$ cat src/rtl/instruction_fetch.sv
// Fetch stage: drives the PC register's next address, runs one outstanding
// instruction-memory read at a time and holds a single fetched word for decode.
module instruction_fetch #(
  parameter int                    ADDR_WIDTH = 32,
  parameter int                    DATA_WIDTH = 32,
  parameter logic [ADDR_WIDTH-1:0] INT_VECTOR = 32'd8
) (
  input  logic                  clock,
  input  logic                  reset,
  input  logic [ADDR_WIDTH-1:0] pc,
  output logic [ADDR_WIDTH-1:0] next_address,
  output logic                  imem_req,
  output logic [ADDR_WIDTH-1:0] imem_addr,
  input  logic                  imem_ack,
  input  logic [DATA_WIDTH-1:0] imem_rdata,
  input  logic                  decode_ready,
  output logic                  instr_valid,
  output logic [DATA_WIDTH-1:0] instr,
  output logic [ADDR_WIDTH-1:0] instr_pc,
  input  logic                  redirect,
  input  logic [ADDR_WIDTH-1:0] redirect_target,
  input  logic                  interrupt,
  input  logic                  eret,
  output logic                  int_ack,
  output logic [ADDR_WIDTH-1:0] epc
);

  typedef enum logic [1:0] {
    BOOT  = 2'd0,
    READY = 2'd1,
    WAIT  = 2'd2,
    KILL  = 2'd3
  } state_t;

  localparam logic [ADDR_WIDTH-1:0] ONE = {{(ADDR_WIDTH-1){1'b0}}, 1'b1};

  state_t                state_reg, state_next;
  logic [ADDR_WIDTH-1:0] imem_addr_reg, imem_addr_next;
  logic                  instr_valid_reg, instr_valid_next;
  logic [DATA_WIDTH-1:0] instr_reg, instr_next;
  logic [ADDR_WIDTH-1:0] instr_pc_reg, instr_pc_next;
  logic                  int_ack_reg, int_ack_next;
  logic [ADDR_WIDTH-1:0] epc_reg, epc_next;
  logic                  int_enable_reg, int_enable_next;

  logic slot_free;
  logic flow_change;

  assign slot_free   = !instr_valid_reg || decode_ready;
  assign flow_change = redirect || eret;

  always_comb begin
    state_next       = state_reg;
    imem_addr_next   = imem_addr_reg;
    instr_valid_next = instr_valid_reg;
    instr_next       = instr_reg;
    instr_pc_next    = instr_pc_reg;
    int_ack_next     = 1'b0;
    epc_next         = epc_reg;
    int_enable_next  = int_enable_reg;
    next_address     = pc;

    if (instr_valid_reg && decode_ready) begin
      instr_valid_next = 1'b0;
    end

    // Redirect beats eret; both flush the held instruction in every running state.
    if (state_reg != BOOT) begin
      if (redirect) begin
        next_address     = redirect_target;
        instr_valid_next = 1'b0;
      end else if (eret) begin
        next_address     = epc_reg;
        int_enable_next  = 1'b1;
        instr_valid_next = 1'b0;
      end
    end

    case (state_reg)
      BOOT: begin
        if (redirect) begin
          next_address = redirect_target;
        end
        state_next = READY;
      end
      READY: begin
        if (!flow_change) begin
          if (interrupt && int_enable_reg && !instr_valid_reg) begin
            next_address    = INT_VECTOR;
            epc_next        = pc;
            int_enable_next = 1'b0;
            int_ack_next    = 1'b1;
          end else if (slot_free) begin
            imem_addr_next = pc;
            next_address   = pc + ONE;
            state_next     = WAIT;
          end
        end
      end
      WAIT: begin
        if (flow_change) begin
          state_next = imem_ack ? READY : KILL;
        end else if (imem_ack) begin
          instr_next       = imem_rdata;
          instr_pc_next    = imem_addr_reg;
          instr_valid_next = 1'b1;
          state_next       = READY;
        end
      end
      KILL: begin
        // The read must complete before a new one may start; its data is dropped.
        if (imem_ack) begin
          state_next = READY;
        end
      end
      default: begin
        state_next = BOOT;
      end
    endcase
  end

  always_ff @(posedge clock or negedge reset) begin
    if (!reset) begin
      state_reg       <= BOOT;
      imem_addr_reg   <= '0;
      instr_valid_reg <= 1'b0;
      instr_reg       <= '0;
      instr_pc_reg    <= '0;
      int_ack_reg     <= 1'b0;
      epc_reg         <= '0;
      int_enable_reg  <= 1'b1;
    end else begin
      state_reg       <= state_next;
      imem_addr_reg   <= imem_addr_next;
      instr_valid_reg <= instr_valid_next;
      instr_reg       <= instr_next;
      instr_pc_reg    <= instr_pc_next;
      int_ack_reg     <= int_ack_next;
      epc_reg         <= epc_next;
      int_enable_reg  <= int_enable_next;
    end
  end

  assign imem_req    = (state_reg == WAIT) || (state_reg == KILL);
  assign imem_addr   = imem_addr_reg;
  assign instr_valid = instr_valid_reg;
  assign instr       = instr_reg;
  assign instr_pc    = instr_pc_reg;
  assign int_ack     = int_ack_reg;
  assign epc         = epc_reg;

endmodule

$ cat config.mk
export PLATFORM = sky130hd
export DESIGN_NAME = instruction_fetch
export DESIGN_NICKNAME = d
export VERILOG_FILES = /design/src/rtl/instruction_fetch.sv
export SDC_FILE = /design/constraint.sdc
export NUM_CORES = 1
export LEC_CHECK = 0
export ABC_AREA = 1
export ABC_CLOCK_PERIOD_IN_PS = 6600
export CAP_MARGIN = 20
export CORE_UTILIZATION = 25
export CTS_CLUSTER_SIZE = 30
export DETAILED_ROUTE_END_ITERATION = 16
export PLACE_DENSITY_LB_ADDON = 0.3
export SYNTH_ARGS = -nofsm -noshare
export SYNTH_HDL_FRONTEND = slang
export SYNTH_SLANG_ARGS = --single-unit
$ cat constraint.sdc
create_clock -name clock -period 6.6 [get_ports clock]
set_clock_uncertainty 0.1 [all_clocks]
set_input_delay 1.98 -clock clock [delete_from_list [all_inputs] [get_ports clock]]
set_output_delay 1.98 -clock clock [all_outputs]
set_load 0.01 [all_outputs]
* Word level (Yosys, flattened, before mapping)
Cells that the tools add are included.
** Word-level totals
- Output and inout bits :: 163
- Register bits after elaboration :: 133
- Bits of input ports :: 103
** Operators by class
- Bitwise gates (word level) :: 2
- Equal/unequal tests :: 6
- Reduce and logical (&&, ||, !) cells :: 13
- $add $sub $neg :: 1
- Mux-type cells :: 31
** Operators by type and width (count)
- $mux W32 :: 7
- $pmux W32 S2 :: 1
- $add A32 B1 Y32 const B :: 1
- $mux W1 :: 16
- $mux W2 :: 6
- $reduce_and A3 Y1 :: 3
- $pmux W2 S4 :: 1
- $ne A2 B2 Y1 const B :: 3
- $eq A2 B2 Y1 const B :: 2
- $reduce_and A4 Y1 :: 1
- $logic_and A1 B1 Y1 :: 3
- $logic_or A1 B1 Y1 :: 3
- $eq A2 B1 Y1 const B :: 1
- $logic_not A2 Y1 :: 1
- $not A1 Y1 :: 2
- $reduce_bool A2 Y1 :: 1
- $logic_not A1 Y1 :: 1

* Logic depth before layout (Yosys ltp)
- Depth after elaboration :: 8
- Gate-level depth with buffers :: 12
- Gate-level depth less buffers :: 12

* Worst setup path after synthesis
OpenSTA, ideal clock, no wires.
- Kind :: input to output
- Start point :: input redirect
- End point :: output next_address[11]
- Data arrival time :: 3.083 ns
- Path buffers :: 2
- Stages :: 9
- Slack :: 1.437 ns
- Data required time :: 4.520 ns
- Path through :: buf_6 > nor2_2 > nand2_2 > nor2_4 > nand2_2 > inv_2 > buf_4 > nand2_1 > o2111ai_1
** On the way
- Longest elaborated chain between the ends :: 6
** RTL lines
- from (decl) :: RTL line 20 : input logic redirect,
- $mux W32 :: RTL line 69 : if (redirect) begin
- $mux W32 :: RTL line 68 : if (state_reg != BOOT) begin
- $mux W32 :: RTL line 93 : end else if (slot_free) begin
- $mux W32 :: RTL line 88 : if (interrupt && int_enable_reg && !instr_valid_reg) begin
- $mux W32 :: RTL line 87 : if (!flow_change) begin
- $pmux W32 S2 (*) :: RTL line 79 : case (state_reg)
- to (decl) :: RTL line 11 : output logic [ADDR_WIDTH-1:0] next_address,
Every way passes the cells marked *; elsewhere a longest branch is shown, timed or not.

* Worst setup path in the final report
- Start point :: input pc[2]
- End point :: output next_address[22]
** On the way
- Longest elaborated chain between the ends :: 5
** RTL lines
- from (decl) :: RTL line 10 : input logic [ADDR_WIDTH-1:0] pc,
- $add A32 B1 Y32 :: RTL line 95 : next_address = pc + ONE;
- $mux W32 :: RTL line 93
- $mux W32 :: RTL line 88
- $mux W32 :: RTL line 87
- $pmux W32 S2 :: RTL line 79
Every way passes these cells.

==> results.ini <==
[route]
route.vias.total=7256
dr.first_iter.drc_count=558
drc=0
first_pass_iters=5
wl_per_cell_um=18.2
viasPerCell=4.68
ant_nets=0
routed_wl_mm=28.2

[worst_setup_path]
cp.arrival_ns=4.37
crit_type=in -> out
cp.required_ns=4.52
critPathMaxFanout=5
startpoint_type=primary input
end_kind=primary output

[grt]
antenna_found_initial=1
grt_pass1_vias=7120
track_usage=0.195
grt_max_degree=83
grt.overflow.total=0
grt_pass1_wl_mm=42.3

[placed_design]
hpwl_mm=21.9
gp_congestion=0.877
port_buffers=265

[floorplanning]
die_area_um2=29300
dieWidth_um=171
die_h_um=171
initial_core_util=0.256
core_region_area_um2=28000
num_rows=61
num_io_pins=266

[logic_synthesis]
syn_area_per_cell_um2=8.21
synth_top_area_cell=dfrtp_1
synthesis.nets=978
ys_top_cells_by_area=dfrtp_1 46%, nand2_1 14%, o21ai_0 6.9%
syn_area_um2=7170
synth_warnings=0
synth_cells=873
synth.yosys.seq_area_share=0.465
ys_types=41
netlist.area_leader.share=0.461
synth_seq_cells=133

[sta]
maxSlewHeadroom=0.441
worst-slew-pin-transition_ns=0.839
drv_slew=0
rsz0062_at_grt=false
setup_violations=0
setup_tns_ns=0
hold_viol_final=0
post-route-period-util=0.978
max_freq_mhz=155
min_period_ns=6.45

[pwr]
power.density_nw_per_um2=263
p_leak_nw=5.08
comb_power_share=0.300
pwr-share-seq=0.375
swShare=0.335
pwr-share-clk=0.325
switchingPower_uw=967
internal-power_mw=1.92
ir_worst_vdd_mv=0.191

[outcome]
status=finished, final reports clean

[clock_tree]
cts_root_buf=clkbuf_16
cts_tree=yes
cts_hold_buf=0
clk_latency_ns=0.43
cts_max_path_buffers=2
cts.clk_slew.worst_paths_ns=0.06
cts_buffers=17
cts_sinks=133
htreeDepth=4

[flow_run]
drv_cap=0

[cells_and_area]
fin_nets=1262
layout.cells.most_common_list=263 x nand2_1, 261 x clkdlybuf4s50_1, 132 x dfrtp_1
drive_gt1_frac=0.126
area_delta_synth_final_pct=53.3
fin_util=0.392
layout_commonest_cell=nand2_1

[worst_hold_path]
hp-class=reg -> reg

-- critical path: stages --
cell	delay (ns)
clkdlybuf4s50_1	0.62
nand2_1	0.11
nor2_1	0.17
nand2_1	0.13
nor2_2	0.20
buf_4	0.16
nand3_1	0.07
nand3_1	0.16
nand2_1	0.08
nand2_1	0.05
nand2_1	0.04
nand2_1	0.07
clkdlybuf4s50_1	0.54
-- Yosys cell counts (all sizes together) --
cell     instances
inv             82
nand3           64
dfstp            1
nand4           12
clkbuf          12
o2111ai          9
nor4             1
a21oi           13
o21bai           1
nor3             6
o21ai          109
xor2             3
nand3b           1
dfrtp          132
a21o             2
ha               2
nand2          272
and2             1
o22ai            2
a22oi           11
mux2            58
o21a             1
o211ai           5
nor2            48
buf             25
-- timing repair --
| action | 4_1_cts | 5_1_grt |
|---|---|---|
| setup buffers | 0 | 1 |
| setup endpoints to repair | 0 | 12 |
| resized for setup | 0 | 7 |
-- per-stage QoR --
stage / cell area [um2] / cells / setup WS, ns / hold WS [ns] / power [mW]
floorplan: 7170 / 873 / 1.44 / 0.419 / 1.39
global route: 11000 / 1549 / 0.0261 / 0.410 / 3.05
global placement: 10400 / 1515 / 0.0490 / 0.371 / 1.97
detailed placement: 10400 / 1515 / 0.0557 / 0.376 / 1.97
CTS: 11000 / 1547 / 0.0508 / 0.396 / 2.93
finish: 11000 / 1549 / 0.148 / 0.389 / 2.89
-- power by group through the flow --
stage / Clock [mW] / Combinational (mW) / Sequential (mW)
after floorplan: 0 / 0.265 / 1.12
after global placement: 0 / 0.873 / 1.09
after detailed placement: 0 / 0.876 / 1.10
after CTS: 0.967 / 0.880 / 1.09
after global routing: 0.997 / 0.947 / 1.11
final: 0.937 / 0.867 / 1.08
-- layer usage --
| layer | part of all wire | up-vias | track usage |
|---|---|---|---|
| met2 | 0.45 | 305 | 0.313 |
| met4 | 0.017 | 0 | 0.0547 |
| met3 | 0.090 | 28 | 0.0575 |
| met5 | 0 | - | 0 |
| met1 | 0.44 | 3455 | 0.252 |
| li1 | - | 3468 | - |
-- cell type report --
| type | count | area, um2 |
|---|---|---|
| Clock buffer | 18 | 439 |
| Timing Repair Buffer | 302 | 2930 |
| Sequential cell | 133 | 3330 |
| Tap cell | 378 | 473 |
| Multi-Input combinational cell | 621 | 3360 |
| Antenna cell | 1 | 2.50 |
| Fill cell | 2903 | 17000 |
| Inverter | 82 | 313 |
| Clock inverter | 14 | 136 |
-- cells by family (layout without fill, tap and decap cells) --
group / Yosys count / in the layout / share of synthesized area
simple gates: 405 / 405 / 0.246
compound gates: 153 / 153 / 0.121
flops: 133 / 133 / 0.465
buf+inv: 119 / 416 / 0.0705
mux: 58 / 58 / 0.0911
xor+xnor: 3 / 3 / 0.00367
fa+ha+maj: 2 / 2 / 0.00349
other cells: 0 / 1 / 0
-- worst paths after layout --
| path | from | endpoint | slack [ns] | depth (start not counted) |
|---|---|---|---|---|
| max in group asynchronous | reset | int_ack | 3.68 | 2 |
| worst min-delay path | instr[17] | instr[17] | 0.39 | 1 |
| worst min register to register | instr[17] | instr[17] | 0.39 | 1 |
| worst max-delay path | pc[2] | next_address[22] | 0.15 | 13 |
| worst max register to register | state_reg[1] | instr[0] | 3.81 | 5 |
| min in group asynchronous | reset | instr[7] | 1.48 | 1 |
No activity file was read; power rests on OpenSTA's default activity.
